==> src/rtl/if_fetch.sv <==
// Instruction-fetch stage: owns the PC, keeps at most one imem request in flight and
// buffers the fetched word for IF/ID, with redirect flush and stall hold.
module if_fetch #(
    parameter logic [31:0] RESET_PC  = 32'h0000_0000,
    parameter logic [31:0] NOP_INSTR = 32'h0000_0013
) (
    input  logic        clk,
    input  logic        rst,
    input  logic        stall,
    input  logic        redirect_valid,
    input  logic [31:0] redirect_pc,
    output logic        imem_req,
    output logic [31:0] imem_addr,
    input  logic        imem_gnt,
    input  logic        imem_rvalid,
    input  logic [31:0] imem_rdata,
    output logic        imem_rready,
    output logic [31:0] if_pc,
    output logic [31:0] if_instr,
    output logic        if_valid
);

    typedef enum logic [1:0] {
        S_IDLE,
        S_WAIT,
        S_DROP
    } state_t;

    state_t      state, state_nxt;
    logic [31:0] pc, req_pc;
    logic        accept, grant, resp;

    assign imem_addr   = pc;
    // While the buffer is full and stalled, leave the response parked in memory.
    assign imem_rready = (state == S_DROP) ||
                         ((state == S_WAIT) && (redirect_valid || !if_valid || !stall));
    assign resp        = imem_rvalid && imem_rready;
    assign accept      = (state == S_WAIT) && resp && !redirect_valid;
    assign imem_req    = !rst && ((state == S_IDLE) || accept);
    assign grant       = imem_req && imem_gnt;

    always_comb begin
        state_nxt = state;
        case (state)
            S_IDLE: begin
                if (grant) state_nxt = redirect_valid ? S_DROP : S_WAIT;
            end
            S_WAIT: begin
                if (redirect_valid) state_nxt = resp ? S_IDLE : S_DROP;
                else if (accept)    state_nxt = grant ? S_WAIT : S_IDLE;
            end
            S_DROP: begin
                if (resp) state_nxt = S_IDLE;
            end
            default: state_nxt = S_IDLE;
        endcase
    end

    always_ff @(posedge clk or posedge rst) begin
        if (rst) begin
            state  <= S_IDLE;
            pc     <= RESET_PC;
            req_pc <= 32'h0;
        end else begin
            state <= state_nxt;
            // A grant in a redirect cycle fetches a stale address; DROP discards it.
            if (redirect_valid)
                pc <= {redirect_pc[31:2], 2'b00};
            else if (grant)
                pc <= pc + 32'd4;
            if (grant && !redirect_valid)
                req_pc <= pc;
        end
    end

    always_ff @(posedge clk or posedge rst) begin
        if (rst) begin
            if_valid <= 1'b0;
            if_instr <= NOP_INSTR;
            if_pc    <= 32'h0;
        end else if (redirect_valid) begin
            if_valid <= 1'b0;
            if_instr <= NOP_INSTR;
        end else if (accept) begin
            if_valid <= 1'b1;
            if_instr <= imem_rdata;
            if_pc    <= req_pc;
        end else if (!stall) begin
            if_valid <= 1'b0;
            if_instr <= NOP_INSTR;
        end
    end

endmodule

==> config.mk <==
export PLATFORM = sky130hd
export DESIGN_NAME = if_fetch
export DESIGN_NICKNAME = d
export VERILOG_FILES = /design/src/rtl/if_fetch.sv
export SDC_FILE = /design/constraint.sdc
export NUM_CORES = 1
export LEC_CHECK = 0
export ABC_CLOCK_PERIOD_IN_PS = 4200
export CORE_MARGIN = 4
export CORE_UTILIZATION = 42
export CTS_BUF_LIST = sky130_fd_sc_hd__clkbuf_16
export DETAILED_ROUTE_END_ITERATION = 16
export PLACE_DENSITY = 0.79
export SLEW_MARGIN = 20
export SYNTH_ARGS = -nofsm -noshare
export SYNTH_HDL_FRONTEND = slang
export SYNTH_SLANG_ARGS = --single-unit
==> constraint.sdc <==
create_clock -name clk -period 4.2 [get_ports clk]
set_clock_uncertainty 0.2 [all_clocks]
set_input_delay 0.63 -clock clk [delete_from_list [all_inputs] [get_ports clk]]
set_output_delay 0.63 -clock clk [all_outputs]
set_load 0.005 [all_outputs]
# Yosys cells after proc, flatten, opt, wreduce, memory -nomap -nowiden

Index checks and enable logic that the tools add are counted.

Flip-flop bits (word level): 131
Output and inout port bits: 99

$add $sub $neg: 1
Equal/unequal tests: 6
Multiplexer cells: 16
Bitwise logic cells: 1
Reductions and logical operators: 19

Operators by type and width:

| kind                  | count |
|---|---|
| $mux 32               | 5 |
| $add 32x3->32 const B | 1 |
| $mux 2                | 6 |
| $logic_and 1x1->1     | 7 |
| $pmux 2 s3            | 1 |
| $logic_not 1->1       | 4 |
| $logic_or 1x1->1      | 4 |
| $mux 1                | 4 |
| $ne 2x2->1 const B    | 2 |
| $ne 3x1->1 const B    | 1 |
| $ne 3x3->1 const B    | 1 |
| $reduce_and 3->1      | 1 |
| $eq 2x1->1 const B    | 1 |
| $eq 2x2->1 const B    | 1 |
| $logic_not 2->1       | 1 |
| $reduce_and 2->1      | 1 |
| $reduce_bool 2->1     | 1 |
| $not 1->1             | 1 |

# Logic depth before layout (Yosys ltp)

Gate-level depths: netlist of the first run.

Depth in word-level cells: 15
Mapped depth: 6
Mapped depth without buffers: 6

# Worst setup path before layout of the first run

OpenSTA, ideal clock, no wires.

Path type: input port to output port
From: input imem_rvalid
To: output imem_req
Arrival time: 1.412 ns
Data required time: 3.370 ns
Slack: 1.958 ns
Cell stages on the path: 4
Buffers on the path: 1
Path through: a21bo_2 > o21a_1 > buf_2 > nor3_1

Longest elaborated chain between the ends: 5

Ends and longest elaborated chain:

| element                        | RTL line | RTL |
|---|---|---|
| start, declared                | 15       | `input logic imem_rvalid,` |
| $logic_and 1x1->1              | 37       | `assign resp = imem_rvalid && imem_rready;` |
| $logic_and 1x1->1 (2 in a row) | 38       | `assign accept = (state == S_WAIT) && resp && !redirect_valid;` |
| $logic_or 1x1->1               | 39       | `assign imem_req = !rst && ((state == S_IDLE) \|\| accept);` |
| $logic_and 1x1->1              | 39       |  |
| end, declared                  | 12       | `output logic imem_req,` |

No other way between the ends.

# Final worst setup path of the first run

Ends and elaborated chain as after synthesis.

==> results list, run 1 <==
* Peak per-stage delay on the critical path: 570 ps
- The die covers 14700 um^2.
- Layout Area Growth over Synthesis: 43.2%
- The HPWL after detailed placement is 9.66 mm.
- The total area inside the core boundary comes to 12600 um^2.
- Width of the die: 121 um
- The detailed router finished its first iteration with 254 violations.
- Clock Path Buffers: 2
- Derived from the worst setup path, the maximum achievable clock frequency is 0.306 GHz.
- In this run the mean area of a mapped cell was 12.5 um^2.
- Cell accounting for the most synthesized area: sky130_fd_sc_hd__dfrtp_1
* Global-route wire length before repair: 21.5 mm
* Sequential area share after synthesis: 58.2%
- H-tree depth reported by CTS: 4
- Number of global-route vias before repair: 4204
* Routed length per instance: 17.0 um
* Critical Path, Cell by Cell: clkdlybuf4s50_1, a21bo_2, o21a_1, nor3_1, clkdlybuf4s50_1
- The synthesized design contains 125 register bits.
- The initial antenna violation count was 0.
* WS Path Type: in2out
* Primary FF master, synth: sky130_fd_sc_hd__dfrtp_1
- Entering global routing, the biggest net connects 70 pins.
* Sum Neg Setup Slack: 0 ps
- After clock tree synthesis, the repair step resized 0 gates.
- Async set-or-reset flop fraction in the synthesized netlist: 100%
- The synthesized design devotes to its leading area cell type 56.8% of total area.
* Kind of capture point of the worst setup path: output port
- For the worst-skew pair, the clock arrives at the later sink with an insertion delay of 410 ps.
- Shortest clock period the worst path allows after layout: 3270 ps
- Worst R2R Start: if_valid$_DFFE_PP0P_
* Sink count of the clock tree: 125
* Post-placement setup slack: 849 ps
- The completed layout was analyzed and its total power is 3.68 mW.
- Ranked by total cell area, the synthesized netlist is headed by sky130_fd_sc_hd__dfrtp_1 (57%), sky130_fd_sc_hd__mux2_2 (13%), sky130_fd_sc_hd__a22o_1 (4.7%), sky130_fd_sc_hd__nand2_1 (2.9%), sky130_fd_sc_hd__o21ai_0 (2.0%).
* Static leakage: 3.22 nW
- Number of cells produced by synthesis: 432
- Via density: 5.23
* IR drop worst, VDD: 254 uV
* Number of buffers inserted by post-CTS setup repair: 0
* Path type of the worst min-delay path: reg2reg
* Post-route DRC: 0
* Number of rows created at floorplan: 41
* Critical Path Start Type: primary input
* Most common cell on crit path: sky130_fd_sc_hd__clkdlybuf4s50_1
- Final worst setup slack: 927 ps
* Number of failing hold endpoints at the final stage: 0
- The congestion estimate from routability-driven global placement came to 0.788.
- Via count: 4084
- Total overflow reported by the global router: 0
- Setup repair after global routing left no endpoint under its margin.
- Worst Tran Pin Value: 1070 ps
- Setup violations remaining at the end of the flow were counted as 0.
- Share of the cycle needed by the critical path after routing: 77.9%
* Synth Warn #: 0
* Launching element of the worst setup path: imem_rvalid
- Of all nets on the critical path, the largest fanout is 5.
- The die is 121 um tall.
- In this run the cell area of the synthesized design comes to 5380 um^2.
* Number of buffer cells added on primary ports: 162
* Number of synthesized flops with an enable pin: 0
- TritonCTS built the clock tree.
- Global routing used 18.6% of the available tracks.
- The first detailed-routing pass ran for 4 iterations.
- Once layout is complete, the cells apart from fillers number 781.
* Count of hold-fix buffers inserted at cts: 0
* Required arrival time at the worst endpoint: 3370 ps
- Wires add up to 13.3 mm.
- Number of inserted diodes: 0
* Layout cell share with drive strength beyond 1: 18.9%
- 169 I/O pins were placed.
* Endpoint arrival time on the critical path: 2440 ps
* Number of distinct library cells after synthesis: 48
- Power density normalized to cell area: 478 nW/um^2
- For this run, the post-layout net count is 667.
* Cell at the root of the clock tree: sky130_fd_sc_hd__clkbuf_16
* Crit path buffers/inverters: 2
* Cell family with the largest share of critical-path delay: buffers and inverters
- Once detail routing completed, the nets flagged for antenna violations numbered 0.
* Clock transition at the registers of the reported paths: 50 ps
* Number of max-slew violations in the final report: 0
- Run status: completed
- Starting utilization of the core area: 42.8%
- Slowest cell on the critical path: sky130_fd_sc_hd__clkdlybuf4s50_1
- Total instance count after detailed placement: 749
- Number of max-cap violations: 0
- Measured against its own limit, the worst slew margin works out to 28.7%.
- Buffers inserted during clock tree synthesis total 17.
- Hold path startpoint: req_pc[6]$_DFFE_PP0P_
==> state kept, by name, summed over array words and instances, names as in the netlist <==
signal	flops
imem_addr	30
req_pc	30
if_pc	30
state	2
if_valid	1
if_instr	32
==> worst register-to-register path, stage by stage, from the launching register on <==
cell and delay [ps]:
sky130_fd_sc_hd__dfrtp_1 430, sky130_fd_sc_hd__a21bo_2 270, sky130_fd_sc_hd__o21ai_1 120, sky130_fd_sc_hd__buf_4 210
sky130_fd_sc_hd__nand2_1 160, sky130_fd_sc_hd__nor2_4 320, sky130_fd_sc_hd__buf_4 380, sky130_fd_sc_hd__mux2_2 380
==> cell usage in the layout, fill, tap and decap left out, types with 6 or more instances in the layout <==
cell / instances
sky130_fd_sc_hd__inv_1: 6
sky130_fd_sc_hd__o21ai_0: 21
sky130_fd_sc_hd__dfrtp_1: 122
sky130_fd_sc_hd__nand4_1: 13
sky130_fd_sc_hd__nor2_1: 9
sky130_fd_sc_hd__a31oi_1: 6
sky130_fd_sc_hd__xnor2_1: 11
sky130_fd_sc_hd__a22o_1: 29
sky130_fd_sc_hd__o21ai_1: 7
sky130_fd_sc_hd__nand2_1: 42
sky130_fd_sc_hd__mux2_2: 60
sky130_fd_sc_hd__clkbuf_16: 17
sky130_fd_sc_hd__clkdlybuf4s50_1: 161
sky130_fd_sc_hd__nand3_1: 8
sky130_fd_sc_hd__xor2_1: 12
==> cells in the mapped netlist (3+ instances only) <==
library cell / number
sky130_fd_sc_hd__inv_1: 3
sky130_fd_sc_hd__nand2_1: 42
sky130_fd_sc_hd__a21oi_1: 4
sky130_fd_sc_hd__buf_4: 4
sky130_fd_sc_hd__buf_2: 11
sky130_fd_sc_hd__o31ai_1: 5
sky130_fd_sc_hd__o21ai_1: 7
sky130_fd_sc_hd__nor2_1: 10
sky130_fd_sc_hd__nor4_1: 5
sky130_fd_sc_hd__or4_1: 5
sky130_fd_sc_hd__nor3_1: 4
sky130_fd_sc_hd__and4_1: 4
sky130_fd_sc_hd__nand3_1: 8
sky130_fd_sc_hd__mux2_2: 60
sky130_fd_sc_hd__o22a_1: 3
sky130_fd_sc_hd__clkbuf_1: 10
sky130_fd_sc_hd__a31oi_1: 6
sky130_fd_sc_hd__nor4_2: 3
sky130_fd_sc_hd__nand4_1: 13
sky130_fd_sc_hd__a22o_1: 29
sky130_fd_sc_hd__dfstp_2: 3
sky130_fd_sc_hd__xnor2_1: 11
sky130_fd_sc_hd__xor2_1: 12
sky130_fd_sc_hd__o21ai_0: 21
sky130_fd_sc_hd__dfrtp_1: 122
==> metrics by stage <==
stage	area, um^2	hold slack [ps]	util (%)
global route	7700	309	61.3
finish	7700	299	61.3
detailed placement	7170	285	57.0
global placement	7170	283	57.0
floorplan	5390	275	-
CTS	7700	304	61.3
==> layer usage <==
layer | GRT usage, % | routed length [um] | vias up
met4 | 8.47 | 372 | 0
met5 | 0 | 0 | -
met1 | 24.0 | 5830 | 2020
met3 | 5.31 | 783 | 26
met2 | 29.1 | 6310 | 133
li1 | - | - | 1905
==> where the power goes <==
part	switching (mW)	internal [mW]	total [mW]
Clock	0.509	0.798	1.31
Sequential	0.152	1.45	1.61
Combinational	0.244	0.523	0.767
Total	0.906	2.78	3.68
==> final cells by class <==
| cell class | instances | area (um^2) |
|---|---|---|
| Clock buffer | 17 | 425 |
| Clock inverter | 15 | 111 |
| Fill cell | 1017 | 4860 |
| Inverter | 3 | 13.8 |
| Multi-Input combinational cell | 281 | 2130 |
| Sequential cell | 125 | 3130 |
| Tap cell | 172 | 215 |
| Timing Repair Buffer | 168 | 1670 |
==> final timing paths <==
| path | to | slack (ps) | depth (start not counted) |
|---|---|---|---|
| worst max-delay path | imem_req | 930 | 5 |
| worst min-delay path | if_pc[6]$_DFFE_PP0P_ | 300 | 1 |
| worst max register to register | req_pc[21]$_DFFE_PP0P_ | 1610 | 7 |
| worst min register to register | if_pc[6]$_DFFE_PP0P_ | 300 | 1 |
| max in group asynchronous | if_instr[4]$_DFFE_PP1P_ | 2310 | 3 |
| min in group asynchronous | imem_addr[31]$_DFFE_PP0P_ | 600 | 2 |
==> kinds of logic (layout without fill, tap and decap cells) <==
group / count (synthesis) / count (layout) / synth area share, %
mux: 61 / 61 / 12.7
simple gates: 112 / 112 / 12.1
compound gates: 80 / 80 / 10.3
xor+xnor: 23 / 23 / 3.74
buf+inv: 29 / 203 / 2.56
flops: 125 / 125 / 58.2
other cells: 1 / 4 / 0.0697
fa+ha+maj: 1 / 1 / 0.233
Note: power is estimated with default switching activity, not from simulation.
==> inputs of run 2 (changes only) <==
--- a/config.mk
+++ b/config.mk
@@ -5,12 +5,12 @@
 export SDC_FILE = /design/constraint.sdc
 export NUM_CORES = 1
 export LEC_CHECK = 0
-export ABC_CLOCK_PERIOD_IN_PS = 4200
+export ABC_CLOCK_PERIOD_IN_PS = 3200
 export CORE_MARGIN = 4
-export CORE_UTILIZATION = 42
+export CORE_UTILIZATION = 47
 export CTS_BUF_LIST = sky130_fd_sc_hd__clkbuf_16
 export DETAILED_ROUTE_END_ITERATION = 16
-export PLACE_DENSITY = 0.79
+export PLACE_DENSITY = 0.84
 export SLEW_MARGIN = 20
 export SYNTH_ARGS = -nofsm -noshare
 export SYNTH_HDL_FRONTEND = slang
==> constraint.sdc (replaced) <==
create_clock -name clk -period 3.2 [get_ports clk]
set_clock_uncertainty 0.2 [all_clocks]
set_input_delay 0.48 -clock clk [delete_from_list [all_inputs] [get_ports clk]]
set_output_delay 0.48 -clock clk [all_outputs]
set_load 0.005 [all_outputs]
==> results list, run 2 (synthesis gave the netlist of run 1 again) <==
* Run status: completed
- Of all nets on the critical path, the largest fanout is 5.
- After the last flow step, the layout net total stands at 673.
* Clock network fraction of total power: 37.6%
- At the placement stage, the worst setup path has a slack of 310 ps.
- The analysis attributes to cell leakage a power of 3.26 nW.
* Sequential cell fraction of total power: 42.2%
- Cell family with the largest share of critical-path delay: buffers and inverters
* Switching Power: 1.24 mW
- Via density: 5.57
- Remaining antenna violation count after routing: 0
- Walking the worst path, the cells encountered are clkdlybuf4s50_1, a21bo_2, o21a_1, nor3_1, clkdlybuf4s50_1.
* Number of inserted diodes: 0
- Share of the cycle needed by the critical path after routing: 90.8%
- The die covers 13200 um^2.
- Placed Area: 7170 um^2
- Number of buffers inserted by post-CTS setup repair: 0
- The worst hold path was traced through 2 stages.
- Via count: 4209
- The count of endpoints failing hold in the final timing report was 0.
- Cell internal power was estimated by the tool at 3.81 mW.
- Register bank with the most flops: if_instr
- Summed over all layers, the global routing overflow is 0.
- Of the cells placed in the final design, the portion with a size suffix greater than 1 is 19.7%.
* Utilization of the core after routing: 70.3%
- The number of clock buffers added by TritonCTS is 17.
* Width of the die: 115 um
* Layout Area Growth over Synthesis: 44.2%
- Crit path buffers/inverters: 2
- Clock Path Buffers: 2
- Net switching is 24.5% of the power.
- Count of hold-fix buffers inserted at cts: 0
- Clock Latency Late Sink: 410 ps
- The root buffer cell chosen for the clock tree is sky130_fd_sc_hd__clkbuf_16.
* IR drop worst, VDD: 367 uV
- Entering global routing, the biggest net connects 89 pins.
- The routed design has 14.1 mm of wire.
* Number of max-cap violations: 0
- For the pin with the worst max-slew slack, the measured transition is 719 ps.
- Final std cell area, no fill: 7760 um^2
- Peak per-stage delay on the critical path: 560 ps
* Global-route wire length before repair: 22.8 mm
- Hold Path Sink: state[0]$_DFFE_PP0P_
* Post-route DRC: 0
* Starting utilization of the core area: 48.8%
- During I/O placement, the number of pins put on the boundary was 169.
- Clock-pin slew was measured on the worst setup and hold paths at 60 ps.
* Internal reg-to-reg setup slack: 890 ps
* Number of buffer cells added on primary ports: 162
* Core area: 11000 um^2
- The total count of max-transition violations in the final report is 0.
* TritonCTS clock tree: built
- Share of total power in combinational logic: 20.2%
- The tree built by TritonCTS fans out to 125 sinks.
* Number of flip-flops under the largest register name: 32
- Dividing total power by cell area gives a power density of 650 nW/um^2.
* Number of global-route vias before repair: 4445
* Shortest clock period the worst path allows after layout: 2910 ps
- Post-layout power: 5.04 mW
* Path type of the worst min-delay path: in2reg
- Number of cells on the worst reg-to-reg path: 6
- Routed length per instance: 18.7 um
- In the layout the commonest cells are sky130_fd_sc_hd__clkdlybuf4s50_1 (161), sky130_fd_sc_hd__dfrtp_1 (122), sky130_fd_sc_hd__mux2_2 (60).
- Relative slew slack: 51.9%
- For this run, the top clock speed supported by timing is 0.344 GHz.
- Global routing used 21.9% of the available tracks across all layers.
- Final HPWL DP: 9.77 mm
- The worst setup path is captured at an output port.
* Critical R2R Capture: req_pc[21]$_DFFE_PP0P_
* Antenna violations before repair: 0
- RSZ-0062 raised after global routing: false
* H-tree depth reported by CTS: 4
* DRC violation total after the first TritonRoute iteration: 189
- Required arrival time at the worst endpoint: 2520 ps
* Final setup vio count: 0
* Most common cell on crit path: sky130_fd_sc_hd__clkdlybuf4s50_1
* Placer's final routability congestion estimate: 0.811
- Endpoint arrival time on the critical path: 2230 ps
- Slowest cell on the critical path: sky130_fd_sc_hd__clkdlybuf4s50_1
* Final worst setup slack: 295 ps
- Worst R2R Start: if_valid$_DFFE_PP0P_
- In this run the vertical extent of the chip is 115 um.
- Number of rows created at floorplan: 38
- Sum Neg Setup Slack: 0 ps
* Post-CTS resize count: 0
* DRT Pass-1 Iters: 6
- Leaving out fill and tap cells, the most frequent cell in the layout is sky130_fd_sc_hd__clkdlybuf4s50_1.
- The worst hold path begins at redirect_valid.
- WS Path Type: in2out
* Critical Path Start Type: primary input
-- run 2: cell count changes in the layout (fill, tap and decap cells not counted) --
cell	change
sky130_fd_sc_hd__bufinv_16	+2
sky130_fd_sc_hd__clkinv_1	+2
sky130_fd_sc_hd__clkinv_4	-2
sky130_fd_sc_hd__buf_4	+6
sky130_fd_sc_hd__clkinvlp_4	+2
sky130_fd_sc_hd__inv_4	-1
sky130_fd_sc_hd__inv_1	-2
sky130_fd_sc_hd__clkinv_2	-1
-- run 2: worst max path at each step --
stage / end / from / cells after the start / slack, ps
after detailed placement: imem_req / imem_rvalid / 5 / 310
after global routing: imem_req / imem_rvalid / 5 / 260
after global placement: imem_req / imem_rvalid / 5 / 300
after CTS: imem_req / imem_rvalid / 5 / 310
after floorplan: if_instr[10]$_DFFE_PP0P_ / rst / 1 / 980
final: imem_req / imem_rvalid / 5 / 290
-- run 2: power groups by stage --
| stage | registers [mW] | logic (mW) | clock network (mW) |
|---|---|---|---|
| floorplan | 2.12 | 0.402 | 0 |
| global placement | 2.13 | 1.00 | 0 |
| detailed placement | 2.15 | 1.03 | 0 |
| CTS | 2.13 | 1.04 | 1.93 |
| global route | 2.18 | 1.11 | 2.00 |
| finish | 2.13 | 1.02 | 1.89 |
-- run 2: through the flow --
step / hold WS (ps) / instances
after floorplan: 275 / 435
after detailed placement: 281 / 723
final: 280 / 755
after CTS: 268 / 755
after global placement: 283 / 723
after global routing: 299 / 755
-- run 2: worst register-to-register path: stages, from the launching register on --
cell	delay, ps
sky130_fd_sc_hd__dfrtp_1	430
sky130_fd_sc_hd__a21bo_2	280
sky130_fd_sc_hd__o21ai_1	220
sky130_fd_sc_hd__nand2_1	190
sky130_fd_sc_hd__nor2_4	130
sky130_fd_sc_hd__buf_4	350
sky130_fd_sc_hd__mux2_2	390
-- run 2: routing by layer --
| metal | part of all wire (%) | track usage [%] | up-vias |
|---|---|---|---|
| met5 | 0 | 0 | - |
| met2 | 49 | 34.8 | 141 |
| li1 | - | - | 1918 |
| met4 | 1.3 | 6.26 | 0 |
| met3 | 8.2 | 7.05 | 19 |
| met1 | 42 | 28.9 | 2131 |
-- run 2: cell type report --
| cell class | instances | area (um^2) |
|---|---|---|
| Multi-Input combinational cell | 281 | 2130 |
| Fill cell | 803 | 3270 |
| Sequential cell | 125 | 3130 |
| Clock inverter | 15 | 156 |
| Inverter | 3 | 15.0 |
| Clock buffer | 17 | 425 |
| Timing Repair Buffer | 174 | 1720 |
| Tap cell | 140 | 175 |
